`src/rtl/pong_pkg.sv`:
```
// Shared state encoding, parameter defaults and score helper for the pong controller.
package pong_pkg;

    typedef enum logic [2:0] {
        ST_IDLE  = 3'd0,
        ST_SERVE = 3'd1,
        ST_PLAY  = 3'd2,
        ST_POINT = 3'd3,
        ST_OVER  = 3'd4
    } state_t;

    localparam int          DEF_WIN_SCORE    = 7;
    localparam int          DEF_SERVE_FRAMES = 60;
    localparam logic [21:0] DEF_PRESC_INIT   = 22'd250000;

    // Scores stop at 15 rather than wrapping back to zero.
    function automatic logic [3:0] sat_inc(input logic [3:0] v);
        return (v == 4'hF) ? v : v + 4'd1;
    endfunction

endpackage

```
`src/rtl/btn_edge.sv`:
```
// Rising-edge detector for the debounced start button; a held button yields one press.
module btn_edge (
    input  logic CLK,
    input  logic RST,
    input  logic btn,
    output logic press
);

    logic btn_q;

    always_ff @(posedge CLK) begin
        if (RST) btn_q <= 1'b0;
        else     btn_q <= btn;
    end

    assign press = btn & ~btn_q;

endmodule

```
`src/rtl/pong_game_ctrl.sv`:
```
// Pong game flow controller: serve, play, scoring and game over.
// Optional macro SPEED_RAMP_EN: paddle hits shorten the ball step period.
module pong_game_ctrl
    import pong_pkg::*;
#(
    parameter int          WIN_SCORE    = DEF_WIN_SCORE,
    parameter int          SERVE_FRAMES = DEF_SERVE_FRAMES,
    parameter logic [21:0] PRESC_INIT   = DEF_PRESC_INIT,
    parameter logic [21:0] PRESC_STEP   = 22'd10000,
    parameter logic [21:0] PRESC_MIN    = 22'd100000,
    parameter logic [9:0]  MISS_L       = 10'd1,
    parameter logic [9:0]  MISS_R       = 10'd638
) (
    input  logic        CLK,
    input  logic        RST,
    input  logic        btn_start,
    input  logic        frame_tick,
    input  logic [9:0]  ball_x_l,
    input  logic [9:0]  ball_x_r,
    input  logic        paddle_hit,
    output logic        start,
    output logic        ball_rst,
    output logic [21:0] prescaler,
    output logic [3:0]  score_l,
    output logic [3:0]  score_r,
    output logic        game_over,
    output logic [2:0]  state_o
);

    localparam logic [15:0] SERVE_LAST = 16'(SERVE_FRAMES - 1);
    localparam logic [3:0]  WIN4       = 4'(WIN_SCORE);

    state_t      state;
    logic [15:0] serve_cnt;
    logic        press;
    logic        miss_left;
    logic        miss_right;

    btn_edge u_btn_edge (
        .CLK   (CLK),
        .RST   (RST),
        .btn   (btn_start),
        .press (press)
    );

    assign miss_left  = (ball_x_l <= MISS_L);
    assign miss_right = (ball_x_r >= MISS_R);
    assign state_o    = state;

`ifdef SPEED_RAMP_EN
    logic [22:0] ramp_floor;
    logic [21:0] presc_next;
    // Widened compare so PRESC_MIN + PRESC_STEP cannot overflow the 22-bit range.
    assign ramp_floor = {1'b0, PRESC_MIN} + {1'b0, PRESC_STEP};
    assign presc_next = ({1'b0, prescaler} >= ramp_floor) ? (prescaler - PRESC_STEP) : PRESC_MIN;
`else
    logic unused_ramp;
    assign unused_ramp = paddle_hit ^ (|PRESC_STEP) ^ (|PRESC_MIN);
`endif

    always_ff @(posedge CLK) begin
        if (RST) begin
            state     <= ST_IDLE;
            start     <= 1'b0;
            ball_rst  <= 1'b1;
            prescaler <= PRESC_INIT;
            score_l   <= 4'd0;
            score_r   <= 4'd0;
            game_over <= 1'b0;
            serve_cnt <= 16'd0;
        end else begin
            case (state)
                ST_IDLE: begin
                    if (press) begin
                        state     <= ST_SERVE;
                        score_l   <= 4'd0;
                        score_r   <= 4'd0;
                        serve_cnt <= 16'd0;
                    end
                end
                ST_SERVE: begin
                    prescaler <= PRESC_INIT;
                    if (frame_tick) begin
                        if (serve_cnt == SERVE_LAST) begin
                            state    <= ST_PLAY;
                            start    <= 1'b1;
                            ball_rst <= 1'b0;
                        end else begin
                            serve_cnt <= serve_cnt + 16'd1;
                        end
                    end
                end
                ST_PLAY: begin
                    // Left miss wins a tie with a simultaneous right miss.
                    if (miss_left) begin
                        score_r  <= sat_inc(score_r);
                        state    <= ST_POINT;
                        start    <= 1'b0;
                        ball_rst <= 1'b1;
                    end else if (miss_right) begin
                        score_l  <= sat_inc(score_l);
                        state    <= ST_POINT;
                        start    <= 1'b0;
                        ball_rst <= 1'b1;
                    end
`ifdef SPEED_RAMP_EN
                    else if (paddle_hit) begin
                        prescaler <= presc_next;
                    end
`endif
                end
                ST_POINT: begin
                    if (score_l == WIN4 || score_r == WIN4) begin
                        state     <= ST_OVER;
                        game_over <= 1'b1;
                    end else begin
                        state     <= ST_SERVE;
                        serve_cnt <= 16'd0;
                    end
                end
                ST_OVER: begin
                    if (press) begin
                        state     <= ST_SERVE;
                        game_over <= 1'b0;
                        score_l   <= 4'd0;
                        score_r   <= 4'd0;
                        serve_cnt <= 16'd0;
                    end
                end
                default: begin
                    state    <= ST_IDLE;
                    start    <= 1'b0;
                    ball_rst <= 1'b1;
                end
            endcase
        end
    end

endmodule

```
`config.mk`:
```
export PLATFORM = sky130hd
export DESIGN_NAME = pong_game_ctrl
export DESIGN_NICKNAME = d
export VERILOG_FILES = /design/src/rtl/pong_pkg.sv /design/src/rtl/btn_edge.sv /design/src/rtl/pong_game_ctrl.sv
export SDC_FILE = /design/constraint.sdc
export NUM_CORES = 1
export LEC_CHECK = 0
export ABC_AREA = 1
export CAP_MARGIN = 30
export CORE_AREA = 2 2 68 96
export CTS_CLUSTER_DIAMETER = 80
export DETAILED_ROUTE_END_ITERATION = 16
export DIE_AREA = 0 0 70 98
export PLACE_DENSITY = 0.7
export SKIP_LAST_GASP = 1
export SLEW_MARGIN = 20
export SYNTH_ARGS = -nofsm -noshare
export SYNTH_HDL_FRONTEND = slang
export SYNTH_HIERARCHICAL = 1
export SYNTH_SLANG_ARGS = --single-unit
```
`constraint.sdc`:
```
create_clock -name CLK -period 1.5 [get_ports CLK]
set_clock_uncertainty 0.1 [all_clocks]
set_input_delay 0.15 -clock CLK [delete_from_list [all_inputs] [get_ports CLK]]
set_output_delay 0.15 -clock CLK [all_outputs]
set_load 0.01 [all_outputs]
```
## Yosys cells after proc, flatten, opt, wreduce, memory -nomap -nowiden

Index checks and enable logic that the tools add are counted.

- Flip-flop bits (word level): 31
- Input port bits: 25
- Output and inout port bits: 36
- Logic and storage cells: 84

- Add/sub/neg operators: 3
- $lt $le $gt $ge: 2
- Eq/ne operators: 22
- Mux-type cells: 33
- Bitwise logic cells: 3
- Reductions and logical operators: 13

Operator list:

| cell | number |
|---|---|
| 16-bit 2-to-1 mux | 4 |
| 16-bit one-hot mux with 3 select lines | 1 |
| 4-bit 2-to-1 mux | 6 |
| 2-bit != test, second input constant | 11 |
| 3-bit 2-to-1 mux | 6 |
| 16-bit by 1-bit adder with 16-bit output, second input constant | 1 |
| 16-bit by 6-bit equality test with 1-bit output, second input constant | 1 |
| 4-bit one-hot mux with 2 select lines | 2 |
| 3-bit one-hot mux with 4 select lines | 1 |
| 4-bit AND reduction | 3 |
| 10-bit greater-or-equal comparator, second input constant | 1 |
| 10-bit by 1-bit <= comparator with 1-bit output, second input constant | 1 |
| 1-bit 2-to-1 mux | 10 |
| 5-bit AND reduction | 2 |
| 4-bit by 1-bit adder with 4-bit output, second input constant | 2 |
| 4-bit by 3-bit equality test with 1-bit output, second input constant | 2 |
| 4-bit equality test, second input constant | 2 |
| 3-bit by 2-bit equality test with 1-bit output, second input constant | 2 |
| 1-bit one-hot mux with 3 select lines | 2 |
| 2-bit nonzero test | 2 |
| 3-bit by 1-bit equality test with 1-bit output, second input constant | 1 |
| 3-bit equality test, second input constant | 1 |
| 3-bit zero test | 1 |
| 3-bit != test, second input constant | 1 |
| other kinds (9) | 10 |

## Logic depth before layout (Yosys ltp)

Gate-level depths: netlist of run 1.

- Depth after elaboration: 5
- Gate-level depth with buffers: 10
- Gate-level depth less buffers: 10

## Modules after synthesis

The synthesis of run 1 kept the hierarchy.

By module, submodules not included:

| module | instances | cells each | area an instance (um2) | sequential area each (um2) |
|---|---|---|---|---|
| pong_game_ctrl | 1 | 380 | 2,304.7 | 600.6 |
| btn_edge | 1 | 4 | 31.3 | 20.0 |

## Worst setup path before layout of run 1

No wires, ideal clock.

- Path kind: reg-to-reg
- From: register serve_cnt[0]
- To: register serve_cnt[0]
- Library setup time: 0.070 ns
- Data arrival time: 1.524 ns
- Required time: 1.330 ns
- Setup slack: -0.195 ns
- Cell stages (with the launch flop): 11
- Buffers on the path: 1
- Period minus slack after synthesis: 1.695 ns
- Cell sequence: dfxtp_1 ha_1 inv_2 nor2_1 nand2_1 nor2_2 nand3_4 nand2_8 buf_6 nand2_1 a21oi_1

- Longest elaborated chain between the ends: 4
- Elaborated cells on any way between the ends: 7
- Classes of those cells: add/sub: 1; eq/ne: 2; mux: 3; reduce/logical: 1

Ends and longest elaborated chain:

| what | RTL line | RTL |
|---|---|---|
| start, declared | pong_game_ctrl.sv:34 | `logic [15:0] serve_cnt;` |
| start signal, assigned | pong_game_ctrl.sv:89 | `serve_cnt <= serve_cnt + 16'd1;` |
| 16-bit by 1-bit adder with 16-bit output | pong_game_ctrl.sv:89 |  |
| 16-bit 2-to-1 mux | pong_game_ctrl.sv:84 | `if (serve_cnt == SERVE_LAST) begin` |
| 16-bit 2-to-1 mux | pong_game_ctrl.sv:83 | `if (frame_tick) begin` |
| 16-bit one-hot mux with 3 select lines | pong_game_ctrl.sv:72 | `case (state)` |

Parallel ways exist; a longest one is shown, timed or not. The select of a mux whose other input is x is not followed.
A chain may end at the register's enable or synchronous reset.

## Worst setup path in the final report of run 1

- From: register serve_cnt[0]
- To: register serve_cnt[14]

The elaborated chain is that of the path after synthesis.

==> reports/results.tsv, run 1 <==
stage	metric	value	unit
clock_tree	clock_transition_at_path_regs	0.08	ns
drt	vias	2640	
run	max_cap_violations	0	
drt	drtPass1Iterations	4	
timing	max_clock_freq	625	MHz
global_routing	met3_usage	3.61	%
finish	area_of_the_multi_input_gates	1570	um2
finish	postLayoutCoreUtil	55.9	%
finish	n_fill_cell	576	
placement	io_buffers	35	
setup_path	critical-path-max-stage-delay	0.36	ns
timing	finalCriticalPeriod	1.60	ns
die	initial_core_utilization	38.7	%
finish	layout-drive-gt1-share	25.4	%
setup_path	cp.depth	9	
yosys	syn_area	2340	um2
setup_path	critPathCaptureType	flip-flop	
global_routing	global_route.usage.met2	36.2	%
die	chipHeight	98	um
setup_path	critPathTopFamily	simple AND/OR/NAND/NOR gates	
timing	finalHoldViolations	0	
timing	rsz0062_at_grt	yes	
power	total_leakage_power	1.51	nW
timing	final_max_slew_viol_count	0	
run_status	run_status	complete, but fails checks	
clock_tree	cts.htree.levels	2	
timing	final_report_setup_violation_count	20	
yosys	synth_warnings	6	
setup_path	worst_setup_path_start_kind	flip-flop	
global_routing	grt_pass1_vias	2442	
clock_tree	clock_tree_from_tritoncts	built	
setup_path	cpMaxStageDelayCell	sky130_fd_sc_hd__dfxtp_4	
global_routing	maximum_number_of_pins_on_one_net_before_global_route_repair	24	
setup_path	crit_fanout	3	
min_path	timing.hold.worst.class	primary input to flip-flop	
die	io-pin-count	61	
drt	detail_route.vias_per_cell	4.81	
global_routing	globalRouteTotalUtil	19.1	%
clock_tree	worstSkewPairLatency	0.29	ns
timing	final_period_utilization	107	%
global_routing	top_usage_layer	met2	
die	floorplan.die.width	70	um
yosys	post_synth_inst_count	384	
global_routing	grt_pass1_wl	10.8	mm
run_status	violated_checks	negative setup slack	
setup_path	ff2ff_path_depth	9	
placement	placed_cells_incl_taps	534	
yosys	synth_top_cells_by_area	sky130_fd_sc_hd__dfxtp_1 27%, sky130_fd_sc_hd__nand2_1 16%, sky130_fd_sc_hd__nor2_1 12%, sky130_fd_sc_hd__buf_4 7.4%, sky130_fd_sc_hd__nand3_1 7.1%	
drt	route.antenna.remaining_nets	0	
yosys	postSynthAreaPerCell	6.08	um2
clock_tree	num_clock_sinks	31	
drt	wl	6.52	mm
clock_tree	cts_buffers	5	
die	core_area	6040	um2
min_path	hold-path-cell-count	3	
global_routing	grt_antenna_before_repair	0	
yosys	synth_seq_cells	31	
timing	whs	0.357	ns
setup_path	criticalPathCategory	flip-flop to flip-flop	
finish	layout.cells.non_filler	549	
setup_path	critical_path.cell_chain	ha_4 > nand3_1 > nor2_4 > nand3_1 > nand2_1 > nand3_1 > nor2_4 > nor2_2 > nor2_1	
global_routing	grt_met1_use	20.2	%
drt	first_iter_violations	98	
finish	areaGrowthSynthToFinish	44.5	%
drt	detail_route.drc_violations	0	
drt	wl_per_cell	11.9	um
power	p_per_area	1120	nW/um2
setup_path	cp_data_required_time	1.63	ns
placement	place.detailed.hpwl	4.95	mm
finish	numnets_final	504	
yosys	synth_largest_type_area_fraction	26.6	%
yosys	synth.largest_area_cell	sky130_fd_sc_hd__dfxtp_1	
finish	antenna_cells_inserted	0	
die	fp-row-count	34	
setup_path	cp_data_arrival_time	1.73	ns
global_routing	grt.overflow.total	0	
finish	register_area	647	um2
clock_tree	clock_root_buffer	sky130_fd_sc_hd__clkbuf_8	
yosys	synth_sequential_area_ratio	26.6	%
power	power.ir.vdd_worst	0.000529	V
die	die_ar	6860	um2
timing	final_critical_path_setup_slack	-0.101	ns
yosys	synthDistinctLibCells	31	
clock_tree	clock_path_buffers	2	
setup_path	crit_path_frequent_cell	sky130_fd_sc_hd__nand3_1	
setup_path	worstPathBufferInverterCount	0	
placement	gp_congestion	0.932	
final timing paths:
| check | from | to | slack [ns] |
|---|---|---|---|
| max reg2reg | serve_cnt[0]$_SDFFE_PP0P_ | serve_cnt[14]$_SDFFE_PP0P_ | -0.10 |
| min | btn_start | u_btn_edge/btn_q$_SDFF_PP0_ | 0.36 |
| min reg2reg | start$_SDFFE_PP0P_ | start$_SDFFE_PP0P_ | 0.37 |
| max | serve_cnt[0]$_SDFFE_PP0P_ | serve_cnt[14]$_SDFFE_PP0P_ | -0.10 |
area by class of cell:
| class | count | area share (%) |
|---|---|---|
| clock inverters | 3 | 1.30 |
| flip-flops and latches | 31 | 19.2 |
| repair buffers | 91 | 22.9 |
| multi-input cells | 303 | 46.6 |
| clock buffers | 5 | 2.04 |
| inverters | 44 | 5.26 |
| well taps | 72 | 2.67 |
where the power goes:
part	internal [W]	total [W]	switching, W
sequential	0.000944	0.00104	0.0000990
combinational	0.000829	0.00189	0.00106
clock	0.000495	0.000850	0.000355
total	0.00227	0.00378	0.00151
registers in the layout, indices dropped and copies added (netlist names):
signal / flops
score_l: 4
state_o: 3
u_btn_edge/btn_q: 1
ball_rst: 1
score_r: 4
serve_cnt: 16
game_over: 1
start: 1
per-layer routing:
metal | part of all wire (%) | routed length (um)
met1 | 39 | 2520
met2 | 52 | 3380
met3 | 6.1 | 399
met4 | 3.2 | 209
met5 | 0 | 0
worst min-delay path, delay by kind of cell:
family	cells	cell delay, ns
buf+inv	2	0.51
simple gates	1	0.05
metrics by stage:
| step | worst slack (ns) | power, W | cell area (um2) | TNS (ns) |
|---|---|---|---|---|
| 3_3_place_gp | -0.311 | 0.00269 | 3090 | -6.69 |
| 2_1_floorplan | -0.0140 | 0.00207 | 2470 | -0.122 |
| 3_5_place_dp | -0.371 | 0.00271 | 3090 | -7.57 |
| 4_1_cts | -0.0980 | 0.00371 | 3260 | -1.33 |
| 6_report | -0.101 | 0.00378 | 3380 | -1.33 |
| 5_1_grt | -0.206 | 0.00402 | 3380 | -3.46 |
repair_timing:
item                       4_1_cts  5_1_grt
setup endpoints to repair       30       31
pin swaps                       13        8
gates resized for setup         22       29
buffers inserted                 2        3
cloned                           2        0
hold buffers                     0        0
placed cells by master (no fill, tap or decap), types with 2 or more instances in the layout:
cell / n
sky130_fd_sc_hd__nand2_4: 2
sky130_fd_sc_hd__dfxtp_4: 5
sky130_fd_sc_hd__nor2_4: 5
sky130_fd_sc_hd__nor3_1: 3
sky130_fd_sc_hd__dfxtp_2: 6
sky130_fd_sc_hd__dfxtp_1: 20
sky130_fd_sc_hd__nand3_1: 29
sky130_fd_sc_hd__nand2_1: 93
sky130_fd_sc_hd__nand3_2: 6
sky130_fd_sc_hd__nand3b_1: 2
sky130_fd_sc_hd__inv_2: 4
sky130_fd_sc_hd__o21ai_2: 3
sky130_fd_sc_hd__ha_4: 2
sky130_fd_sc_hd__conb_1: 22
sky130_fd_sc_hd__o21ai_1: 2
sky130_fd_sc_hd__nand4_1: 11
sky130_fd_sc_hd__buf_6: 3
sky130_fd_sc_hd__nor2_2: 6
sky130_fd_sc_hd__dlygate4sd2_1: 10
sky130_fd_sc_hd__o21ai_0: 2
sky130_fd_sc_hd__buf_4: 53
sky130_fd_sc_hd__nor2_1: 66
sky130_fd_sc_hd__a21oi_1: 23
sky130_fd_sc_hd__clkdlybuf4s50_1: 23
sky130_fd_sc_hd__dlymetal6s2s_1: 2
sky130_fd_sc_hd__a21oi_2: 3
sky130_fd_sc_hd__nand2_2: 7
sky130_fd_sc_hd__inv_1: 39
sky130_fd_sc_hd__clkbuf_8: 5
sky130_fd_sc_hd__xor2_1: 7
cell usage after synthesis (all sizes together):
cell,n
nand2,101
xor2,7
inv,43
o211ai,1
clkbuf,2
nor3,4
a21boi,1
dfxtp,31
nand3,36
clkinv,1
nand3b,2
o21ai,7
ha,3
buf,26
conb,2
a21oi,27
nand4,11
nor2,78
a31oi,1
cells by family after synthesis:
kind of cell | after synthesis | share of synthesized area (%)
fa+ha+maj | 3 | 1.61
flops | 31 | 26.6
other cells | 2 | 0.321
buf+inv | 72 | 15.7
compound gates | 37 | 9.00
simple gates | 232 | 44.1
xor+xnor | 7 | 2.62
Power figures use the tool's default switching activity.
==> run 2, diff against run 1 <==
--- a/config.mk
+++ b/config.mk
@@ -7,14 +7,16 @@
 export LEC_CHECK = 0
 export ABC_AREA = 1
 export CAP_MARGIN = 30
-export CORE_AREA = 2 2 68 96
+export CORE_AREA = 2 2 65 92
 export CTS_CLUSTER_DIAMETER = 80
 export DETAILED_ROUTE_END_ITERATION = 16
-export DIE_AREA = 0 0 70 98
-export PLACE_DENSITY = 0.7
+export DIE_AREA = 0 0 67 94
+export HOLD_SLACK_MARGIN = 0.1
+export PLACE_DENSITY = 0.75
 export SKIP_LAST_GASP = 1
 export SLEW_MARGIN = 20
 export SYNTH_ARGS = -nofsm -noshare
 export SYNTH_HDL_FRONTEND = slang
 export SYNTH_HIERARCHICAL = 1
 export SYNTH_SLANG_ARGS = --single-unit
+export TNS_END_PERCENT = 50
==> run 2 against run 1 <==
  * Via count increased by 1.1%
  * Sequential power about the same
  * Critical path depth grew 2
  * Final area down 1.7%
  * Highest routed layer unchanged
  * Register-to-register slack got worse by 0.03 ns
  * The run still ends with negative setup slack left
  * Total power up 0.11%
  * Largest cell class unchanged
==> reports/results.tsv, run 2 (synthesized netlist as in run 1, its figures left out) <==
stage	metric	value	unit	change
drt	detail_route.vias_per_cell	4.93		+2.6%
timing	finalCriticalPeriod	1.63	ns	+0.0283 ns
power	power.ir.vdd_worst	0.000600	V	+13%
drt	first_iter_violations	140		+43%
finish	antenna_cells_inserted	0		unchanged
clock_tree	cts_buffers	5		unchanged
placement	gp_congestion	0.931		-0.15%
setup_path	reg_to_reg_startpoint	serve_cnt[0]$_SDFFE_PP0P_		
setup_path	criticalPathCategory	flip-flop to flip-flop		
die	floorplan.die.width	67	um	-4.3%
finish	largest_register_ff_count	16		unchanged
timing	rsz0062_at_grt	yes		
finish	final_cell_mix	92 x sky130_fd_sc_hd__nand2_1, 68 x sky130_fd_sc_hd__nor2_1, 51 x sky130_fd_sc_hd__buf_4		
finish	layout_commonest_cell	sky130_fd_sc_hd__nand2_1		
setup_path	startpoint	serve_cnt[0]$_SDFFE_PP0P_		
drt	detail_route.drc_violations	0		unchanged
die	io-pin-count	61		unchanged
min_path	hold-path-cell-count	3		unchanged
clock_tree	clock_path_buffers	2		unchanged
run_status	run_status	complete, but fails checks		
global_routing	globalRouteTotalUtil	21.7	%	+2.6 points
clock_tree	cts.htree.levels	2		unchanged
setup_path	crit_fanout	6		+3
setup_path	cp_data_required_time	1.57	ns	-0.06 ns
power	total_leakage_power	1.43	nW	-5.0%
clock_tree	postCtsHoldBufs	0		unchanged
min_path	hold_path.startpoint	btn_start		
power	fin_total_pwr	0.00378	W	+0.11%
placement	io_buffers	35		unchanged
drt	vias	2669		+1.1%
run	max_cap_violations	0		unchanged
timing	whs	0.364	ns	+0.00731 ns
min_path	timing.hold.worst.class	primary input to flip-flop		
clock_tree	worstSkewPairLatency	0.29	ns	about the same
die	fp-row-count	32		-5.9%
setup_path	ff2ff_path_depth	11		+2
global_routing	grt_pass1_vias	2589		+6.0%
power	p_per_area	1140	nW/um2	+1.8%
run_status	violated_checks	negative setup slack		
die	die_ar	6300	um2	-8.2%
timing	finalHoldViolations	0		unchanged
global_routing	grt.overflow.total	0		unchanged
placement	place.detailed.hpwl	4.92	mm	-0.46%
drt	drtPass1Iterations	4		unchanged
global_routing	grt_antenna_before_repair	0		unchanged
die	initial_core_utilization	42.9	%	+4.2 points
drt	wl	6.61	mm	+1.4%
drt	wl_per_cell	12.2	um	+2.9%
finish	numnets_final	500		-0.79%
timing	max_clock_freq	614	MHz	-1.7%
timing	final_max_slew_viol_count	0		unchanged
clock_tree	clock_transition_at_path_regs	0.07	ns	about the same
drt	route.antenna.remaining_nets	0		unchanged
global_routing	maximum_number_of_pins_on_one_net_before_global_route_repair	24		unchanged
timing	final_period_utilization	109	%	+1.9 points
timing	final_report_setup_violation_count	26		+30%
timing	final_critical_path_setup_slack	-0.129	ns	-0.0283 ns
finish	largestRegisters	serve_cnt (16), score_l (4), score_r (4)		
die	core_area	5450	um2	-9.9%
finish	layout-drive-gt1-share	23.9	%	-1.5 points
setup_path	cp_data_arrival_time	1.70	ns	-0.03 ns
die	chipHeight	94	um	-4.1%
global_routing	grt_pass1_wl	10.6	mm	-2.2%
clock_tree	clock_tree_from_tritoncts	built		
clock_tree	clock_root_buffer	sky130_fd_sc_hd__clkbuf_8		
clock_tree	num_clock_sinks	31		unchanged
setup_path	worst_setup_path_start_kind	flip-flop		
setup_path	critPathCaptureType	flip-flop		
finish	areaGrowthSynthToFinish	42.1	%	
finish	largest-register	serve_cnt		
==> run 2: cell types whose count changed in the layout (fill, tap and decap cells not counted), sizes merged <==
| cell | previous run | this run |
|---|---|---|
| buf | 56 | 54 |
| clkdlybuf4s50 | 23 | 34 |
| nand2 | 103 | 101 |
| dlygate4sd2 | 10 | 1 |
| dlymetal6s2s | 2 | 0 |
| clkbuf | 5 | 6 |
| clkinv | 3 | 2 |
==> run 2: cell type report <==
class / count / area [um2]
fillers: 525 / 2130
multi-input cells: 301 / 1530
repair buffers: 89 / 766
flip-flops and latches: 31 / 646
inverters: 44 / 173
well taps: 68 / 85.1
clock buffers: 6 / 82.6
clock inverters: 2 / 35.0
==> run 2: timing repair <==
| action | 4_1_cts | 5_1_grt |
|---|---|---|
| endpoints found under the hold margin | 0 | 0 |
| gates resized for setup | 14 | 22 |
| setup endpoints to repair | 33 | 38 |
| pin swaps | 10 | 7 |
| setup buffers | 6 | 1 |
==> run 2: metrics by stage <==
step	instances	util (%)	worst slack [ns]	cell area, um2	setup TNS, ns
CTS	541	59.6	-0.0883	3250	-1.33
floorplan	404	-	-0.0140	2470	-0.122
global placement	527	56.2	-0.296	3060	-6.47
global route	541	61.0	-0.203	3320	-3.89
finish	541	61.0	-0.129	3320	-1.26
detailed placement	527	56.2	-0.333	3060	-7.31
==> run 2: per-layer routing <==
metal  up-vias  part of all wire [%]  wire, um  track usage (%)
met1      1186                    37      2420             20.5
met3        33                   6.8       449             4.08
met2       103                    51      3390             40.3
li1       1347                     -         -                -
met5         -                     0         0                0
met4         0                   5.2       345             14.8
==> run 2: where the power goes <==
| part | internal, W | total [W] | switching (W) | leakage, nW |
|---|---|---|---|---|
| logic | 0.000842 | 0.00186 | 0.00102 | 1.11 |
| clock network | 0.000537 | 0.000876 | 0.000338 | 0.0612 |
| registers | 0.000945 | 0.00105 | 0.000102 | 0.257 |
==> run 2: path summary, 6_finish.rpt <==
path                                               endpoint  slack [ns]
worst max-delay path             serve_cnt[14]$_SDFFE_PP0P_       -0.13
worst min-delay path            u_btn_edge/btn_q$_SDFF_PP0_        0.36
worst max register to register   serve_cnt[14]$_SDFFE_PP0P_       -0.13
worst min register to register        ball_rst$_SDFFE_PP1P_        0.37
==> run 2: critical path, cell delays in order (launching register included) <==
cell and delay, ns:
sky130_fd_sc_hd__dfxtp_4 0.36, sky130_fd_sc_hd__ha_4 0.15, sky130_fd_sc_hd__inv_2 0.04, sky130_fd_sc_hd__nor2_1 0.07, sky130_fd_sc_hd__nand2_1 0.07, sky130_fd_sc_hd__nor2_2 0.13
sky130_fd_sc_hd__nand3_4 0.13, sky130_fd_sc_hd__nand2_8 0.13, sky130_fd_sc_hd__buf_6 0.13, sky130_fd_sc_hd__nor2_2 0.04, sky130_fd_sc_hd__nor2_1 0.09, sky130_fd_sc_hd__nor2_1 0.05
